===== config.mk =====
export PLATFORM = sky130hd
export DESIGN_NAME = store_unit_flat
export DESIGN_NICKNAME = d
export VERILOG_FILES = /design/src/rtl/store_unit_pkg.sv /design/src/rtl/store_unit_if.sv /design/src/rtl/store_unit_align.sv /design/src/rtl/store_unit.sv /design/src/flat_wrapper.sv
export SDC_FILE = /design/constraint.sdc
export NUM_CORES = 1
export LEC_CHECK = 0
export CELL_PAD_IN_SITES_DETAIL_PLACEMENT = 0
export CELL_PAD_IN_SITES_GLOBAL_PLACEMENT = 2
export CORE_UTILIZATION = 25
export CTS_CLUSTER_DIAMETER = 150
export DETAILED_ROUTE_END_ITERATION = 7
export GPL_TIMING_DRIVEN = 1
export PLACE_DENSITY_LB_ADDON = 0.2
export SYNTH_ARGS = -nofsm -noshare
export SYNTH_HDL_FRONTEND = slang
export SYNTH_HIERARCHICAL = 1
export SYNTH_SLANG_ARGS = --single-unit

===== constraint.sdc =====
create_clock -name clk -period 3.2 [get_ports clk]
set_clock_uncertainty 0.05 [all_clocks]
set_input_delay 0.48 -clock clk [delete_from_list [all_inputs] [get_ports clk]]
set_output_delay 0.48 -clock clk [all_outputs]
set_load 0.1 [all_outputs]

===== src/rtl/store_unit_pkg.sv =====
// Shared constants for the store unit: store opcodes and access-size encodings.
package store_unit_pkg;

    // Store opcodes, taken from instr[31:26]
    localparam logic [5:0] OP_SB = 6'b101000;
    localparam logic [5:0] OP_SH = 6'b101001;
    localparam logic [5:0] OP_SW = 6'b101011;

    // Access-size encodings presented on data_size
    localparam logic [1:0] SIZE_BYTE = 2'd0;
    localparam logic [1:0] SIZE_HALF = 2'd1;
    localparam logic [1:0] SIZE_WORD = 2'd2;

    // True for the three opcodes this unit handles
    function automatic logic is_store_op(input logic [5:0] op);
        logic result;
        case (op)
            OP_SB:   result = 1'b1;
            OP_SH:   result = 1'b1;
            OP_SW:   result = 1'b1;
            default: result = 1'b0;
        endcase
        return result;
    endfunction

endpackage


===== src/rtl/store_unit_if.sv =====
// Memory-side request/response bus between the store unit and the data interface.
interface store_unit_if #(
    parameter int ADDR_W = 32
) ();

    logic              data_req;
    logic              data_wr;
    logic [1:0]        data_size;
    logic [ADDR_W-1:0] data_addr;
    logic [31:0]       data_wdata;
    logic [3:0]        data_wstrb;
    logic              data_addr_ok;
    logic              data_data_ok;

    // The store unit issues requests
    modport master (
        output data_req,
        output data_wr,
        output data_size,
        output data_addr,
        output data_wdata,
        output data_wstrb,
        input  data_addr_ok,
        input  data_data_ok
    );

    // The memory side accepts requests and reports completion
    modport slave (
        input  data_req,
        input  data_wr,
        input  data_size,
        input  data_addr,
        input  data_wdata,
        input  data_wstrb,
        output data_addr_ok,
        output data_data_ok
    );

endinterface


===== src/rtl/store_unit_align.sv =====
// Combinational store alignment: byte strobes, lane-replicated data, size and
// misalignment detection from the opcode and the low address bits.
module store_align
    import store_unit_pkg::*;
(
    input  logic [5:0]  opcode,
    input  logic [1:0]  addr_lo,
    input  logic [31:0] rt_data,
    output logic        is_store,
    output logic [1:0]  size,
    output logic [31:0] wdata,
    output logic [3:0]  wstrb,
    output logic        misalign
);

    // Decode the store type and derive strobes, data lanes and alignment fault
    always_comb begin
        is_store = 1'b0;
        size     = SIZE_BYTE;
        wdata    = 32'h0000_0000;
        wstrb    = 4'b0000;
        misalign = 1'b0;
        case (opcode)
            OP_SB: begin
                is_store = 1'b1;
                size     = SIZE_BYTE;
                wdata    = {4{rt_data[7:0]}};
                wstrb    = 4'b0001 << addr_lo;
            end
            OP_SH: begin
                is_store = 1'b1;
                size     = SIZE_HALF;
                wdata    = {2{rt_data[15:0]}};
                case (addr_lo)
                    2'b00:   wstrb = 4'b0011;
                    2'b10:   wstrb = 4'b1100;
                    default: begin
                        wstrb    = 4'b0000;
                        misalign = 1'b1;
                    end
                endcase
            end
            OP_SW: begin
                is_store = 1'b1;
                size     = SIZE_WORD;
                wdata    = rt_data;
                if (addr_lo == 2'b00) begin
                    wstrb = 4'b1111;
                end else begin
                    wstrb    = 4'b0000;
                    misalign = 1'b1;
                end
            end
            default: begin
                is_store = 1'b0;
                size     = SIZE_BYTE;
                wdata    = 32'h0000_0000;
                wstrb    = 4'b0000;
                misalign = 1'b0;
            end
        endcase
    end

endmodule


===== src/rtl/store_unit.sv =====
// MEM-stage store unit: accepts aligned stores, issues one write request on the
// memory bus, stalls the pipeline until the write completes, and flags
// misaligned stores as address errors without touching memory.
module store_unit
    import store_unit_pkg::*;
#(
    parameter int ADDR_W = 32
) (
    input  logic              clk,
    input  logic              rst,
    input  logic              st_valid,
    input  logic [31:0]       instr,
    input  logic [ADDR_W-1:0] addr,
    input  logic [31:0]       rt_data,
    input  logic              flush,
    store_unit_if.master      mem,
    output logic              ades,
    output logic [ADDR_W-1:0] badvaddr,
    output logic              stall,
    output logic              st_done
);

    localparam logic [1:0] S_IDLE = 2'd0;
    localparam logic [1:0] S_REQ  = 2'd1;
    localparam logic [1:0] S_WAIT = 2'd2;

    logic [1:0]        state;
    logic [1:0]        state_next;

    logic              al_is_store;
    logic [1:0]        al_size;
    logic [31:0]       al_wdata;
    logic [3:0]        al_wstrb;
    logic              al_misalign;

    logic              accept;

    logic [1:0]        req_size;
    logic [ADDR_W-1:0] req_addr;
    logic [31:0]       req_wdata;
    logic [3:0]        req_wstrb;

    // Only the opcode field of the instruction matters to this unit
    logic              instr_unused;
    assign instr_unused = ^instr[25:0];

    store_align u_align (
        .opcode   (instr[31:26]),
        .addr_lo  (addr[1:0]),
        .rt_data  (rt_data),
        .is_store (al_is_store),
        .size     (al_size),
        .wdata    (al_wdata),
        .wstrb    (al_wstrb),
        .misalign (al_misalign)
    );

    // A misaligned store raises the address error and is never accepted
    assign ades     = st_valid && al_misalign;
    assign badvaddr = addr;
    assign accept   = (state == S_IDLE) && st_valid && al_is_store
                      && !al_misalign && !flush && is_store_op(instr[31:26]);

    // Next-state logic; once data_addr_ok is seen the write is committed and flush no longer applies
    always_comb begin
        state_next = state;
        case (state)
            S_IDLE: begin
                if (accept) begin
                    state_next = S_REQ;
                end else begin
                    state_next = S_IDLE;
                end
            end
            S_REQ: begin
                if (mem.data_addr_ok) begin
                    if (mem.data_data_ok) begin
                        state_next = S_IDLE;
                    end else begin
                        state_next = S_WAIT;
                    end
                end else if (flush) begin
                    state_next = S_IDLE;
                end else begin
                    state_next = S_REQ;
                end
            end
            S_WAIT: begin
                if (mem.data_data_ok) begin
                    state_next = S_IDLE;
                end else begin
                    state_next = S_WAIT;
                end
            end
            default: begin
                state_next = S_IDLE;
            end
        endcase
    end

    // State register
    always_ff @(posedge clk or posedge rst) begin
        if (rst) begin
            state <= S_IDLE;
        end else begin
            state <= state_next;
        end
    end

    // Latch the request fields on accept so they stay stable while the request is pending
    always_ff @(posedge clk or posedge rst) begin
        if (rst) begin
            req_size  <= 2'd0;
            req_addr  <= '0;
            req_wdata <= 32'h0000_0000;
            req_wstrb <= 4'b0000;
        end else if (accept) begin
            req_size  <= al_size;
            req_addr  <= addr;
            req_wdata <= al_wdata;
            req_wstrb <= al_wstrb;
        end else begin
            req_size  <= req_size;
            req_addr  <= req_addr;
            req_wdata <= req_wdata;
            req_wstrb <= req_wstrb;
        end
    end

    assign mem.data_req   = (state == S_REQ);
    assign mem.data_wr    = (state == S_REQ);
    assign mem.data_size  = req_size;
    assign mem.data_addr  = req_addr;
    assign mem.data_wdata = req_wdata;
    assign mem.data_wstrb = req_wstrb;

    // Stall covers the accept cycle, the whole request phase and the wait until completion;
    // rst forces it low immediately even if a store is presented during reset
    assign stall = !rst && (accept
                            || (state == S_REQ)
                            || ((state == S_WAIT) && !mem.data_data_ok));

    // Completion pulse: data_data_ok only counts while a write is outstanding
    assign st_done = ((state == S_WAIT) && mem.data_data_ok)
                     || ((state == S_REQ) && mem.data_addr_ok && mem.data_data_ok);

endmodule


===== src/flat_wrapper.sv =====
// flat-port wrapper written by rule: the top's interface ports become plain ports
module store_unit_flat import store_unit_pkg::*;
#(
    parameter int ADDR_W = 32
)
  (clk, rst, st_valid, instr, addr, rt_data, flush, ades, badvaddr, stall, st_done, mem_data_req, mem_data_wr, mem_data_size, mem_data_addr, mem_data_wdata, mem_data_wstrb, mem_data_addr_ok, mem_data_data_ok);
  store_unit_if #(.ADDR_W(ADDR_W)) mem_i ();
  input  logic clk;
  input  logic rst;
  input  logic st_valid;
  input  logic [31:0] instr;
  input  logic [ADDR_W-1:0] addr;
  input  logic [31:0] rt_data;
  input  logic flush;
  output logic ades;
  output logic [ADDR_W-1:0] badvaddr;
  output logic stall;
  output logic st_done;
  output wire logic [$bits(mem_i.data_req)-1:0] mem_data_req;
  output wire logic [$bits(mem_i.data_wr)-1:0] mem_data_wr;
  output wire logic [$bits(mem_i.data_size)-1:0] mem_data_size;
  output wire logic [$bits(mem_i.data_addr)-1:0] mem_data_addr;
  output wire logic [$bits(mem_i.data_wdata)-1:0] mem_data_wdata;
  output wire logic [$bits(mem_i.data_wstrb)-1:0] mem_data_wstrb;
  input wire logic [$bits(mem_i.data_addr_ok)-1:0] mem_data_addr_ok;
  input wire logic [$bits(mem_i.data_data_ok)-1:0] mem_data_data_ok;
  assign mem_data_req = mem_i.data_req;
  assign mem_data_wr = mem_i.data_wr;
  assign mem_data_size = mem_i.data_size;
  assign mem_data_addr = mem_i.data_addr;
  assign mem_data_wdata = mem_i.data_wdata;
  assign mem_data_wstrb = mem_i.data_wstrb;
  assign mem_i.data_addr_ok = mem_data_addr_ok;
  assign mem_i.data_data_ok = mem_data_data_ok;
  store_unit #(.ADDR_W(ADDR_W)) u_core (.clk(clk), .rst(rst), .st_valid(st_valid), .instr(instr), .addr(addr), .rt_data(rt_data), .flush(flush), .mem(mem_i), .ades(ades), .badvaddr(badvaddr), .stall(stall), .st_done(st_done));
endmodule

==> impl_metrics.tcl <==
set metrics [dict create \
    die-width_um 124 \
    stdcell_area_um2 5630 \
    hold_violations 0 \
    maxCapViolations 0 \
    remaining_drc_errors 0 \
    final_common_cell "buf_4" \
    grt_max_degree 46 \
    seq_area_frac_synth_pct 48.4 \
    syn-num-nets 410 \
    grtUsageMet1_pct 16.9 \
    critical_path_class "input pin to output port" \
    port_buffers 182 \
    die_height_um 124 \
    htreeDepth 3 \
    fin_crit_ns 2.85 \
    clock-sinks 72 \
    synth-seq-cells 72 \
    firstDrtPassIters 6 \
    pin_count 209 \
    num_vias 2803 \
    status "completed" \
    placed_cell_area_um2 5270 \
    preCtsSetupSlack_ns 0.261 \
    period_share_pct 89.1 \
    nets 565 \
    required_ns 2.67 \
    arrival_ns 2.32 \
    worstSetupStartpointType "input pin" \
    post_cts_buffers 0 \
    grt-busiest-layer "met2" \
    worst_pin_slew_ns 0.578 \
    drt_iter0_drc 85 \
    irDropWorstVdd_mv 0.228 \
    globalRouteMet3Util_pct 3.75 \
    final_cell_mix "buf_4, clkdlybuf4s50_1, dfrtp_1, mux2_2, a21oi_1" \
    drtAntennaViolNets 0 \
    leakagePower_nw 2.83 \
    wl_per_cell_um 15.7 \
    fillers 1428 \
    grt_pass1_wl_um 15300 \
    clk_latency_ns 0.33 \
    clockBufferDepth 2 \
    syn_inst 308 \
    num_rows 44 \
    synth_warnings 6 \
    setup_ws_ns 0.350 \
    finalPower_mw 2.64 \
    stdcell_count 651 \
    antenna_cells 0 \
    hold_path_class "register to register" \
    finalSetupViolCount 0 \
    slew_headroom_pct 61.4 \
    avgSynthCellArea_um2 12.1 \
    drive_gt1_share_pct 46.7 \
    clock.fmax_ghz 0.351 \
    antenna_found_initial 0 \
    power.density_nw_per_um2 469 \
    fp.dieArea_um2 15400 \
    grtUsageMet2_pct 22.0 \
    numCtsBuffers 9 \
    grt_pass1_vias 2774 \
    gpl.final_weighted_congestion 0.765 \
    cts_tree "yes" \
    root_buffer "clkbuf_16" \
    syn_area_um2 3730 \
    critPathCaptureType "output port" \
    core_um2 14500 \
    synth_cell_types 30 \
    drt_wl_total_um 10200 \
    area_delta_synth_final_pct 51.2 \
    track_usage_pct 13.7 \
    setup_tns_ns 0 \
    clk_pin_slew_ns 0.05 \
    overflow 0 \
    ctsHoldBuffers 0 \
    dp.cells 636 \
    rsz0062_at_grt "no" \
    hpwl_um 7410 \
    vias_per_cell 4.31 \
    path_max_fanout 9 \
    start_util_pct 25.6 \
    slew_violations 0 \
    post_cts_resized 0 \
]
[cell type report]
type	instances	area, µm²	area share [%]
clock inverters	5	129	2.29
repair buffers	193	1690	29.9
clock buffers	10	239	4.24
well taps	184	230	4.09
flip-flops and latches	72	1800	32.0
multi-input cells	182	1520	27.0
inverters	5	25.0	0.444
[logic make-up after synthesis]
family | after synthesis | share of synthesized area, %
mux | 79 | 24.5
xor+xnor | 1 | 0.235
buf+inv | 54 | 11.0
simple gates | 70 | 10.8
compound gates | 32 | 5.14
flops | 72 | 48.4
[synthesized netlist by cell type, drive strengths merged]
cell	number	share of area, %
and2	10	1.7
dfrtp	72	48
clkinv	1	0.24
a32oi	1	0.24
clkbuf	2	0.20
and4bb	2	0.67
o2111ai	1	0.71
nor3	3	0.67
inv	4	0.40
a21o	1	0.20
a31oi	1	0.17
nand2b	2	0.34
nor2	15	1.9
or2	1	0.17
a21oi	27	3.6
o31ai	1	0.20
nand2	25	2.7
mux2	79	24
nor2b	11	1.8
buf	47	10
nand4bb	1	0.74
xor2	1	0.24
[through the flow]
stage	hold slack (ns)	utilization, %
floorplan	0.496	-
global placement	0.431	36.2
detailed placement	0.435	36.2
CTS	0.448	38.8
global route	0.470	38.8
finish	0.439	38.8
[worst paths after layout]
path	startpoint	endpoint	slack, ns	cells past startpoint
worst max-delay path	instr[31]	stall	0.35	8
worst min-delay path	u_core/mem.data_wstrb[2]	u_core/mem.data_wstrb[2]	0.44	1
worst max register to register	u_core/state[1]	u_core/mem.data_wdata[6]	1.52	4
worst min register to register	u_core/mem.data_wstrb[2]	u_core/mem.data_wstrb[2]	0.44	1
max in group asynchronous	rst	u_core/mem.data_wstrb[0]	1.92	3
min in group asynchronous	rst	u_core/mem.data_wdata[28]	0.52	2
[sequential cells by signal (all words and copies together), names as in the netlist]
signal / flops
u_core/mem.data_wdata: 32
u_core/state: 2
u_core/mem.data_wstrb: 4
u_core/mem.data_size: 2
u_core/mem.data_addr: 32
[worst max-delay path, cell delays in order]
cell             delay [ns]
clkdlybuf4s50_1        0.53
nand4bb_4              0.16
a21o_1                 0.22
clkinv_4               0.09
and4bb_2               0.25
o2111ai_4              0.16
a31oi_2                0.22
buf_12                 0.20
[power by group]
group / internal (mW) / switching, mW / total [mW]
Clock: 0.859 / 0.395 / 1.25
Combinational: 0.158 / 0.311 / 0.469
Sequential: 0.918 / 0.00354 / 0.921
Total: 1.93 / 0.710 / 2.64
[metal layers]
metal	share of wire [%]	routed length, µm
met5	0	0
met4	1.9	197
met3	6.9	702
met2	50	5080
met1	41	4240
No activity file was read; power rests on OpenSTA's default activity.
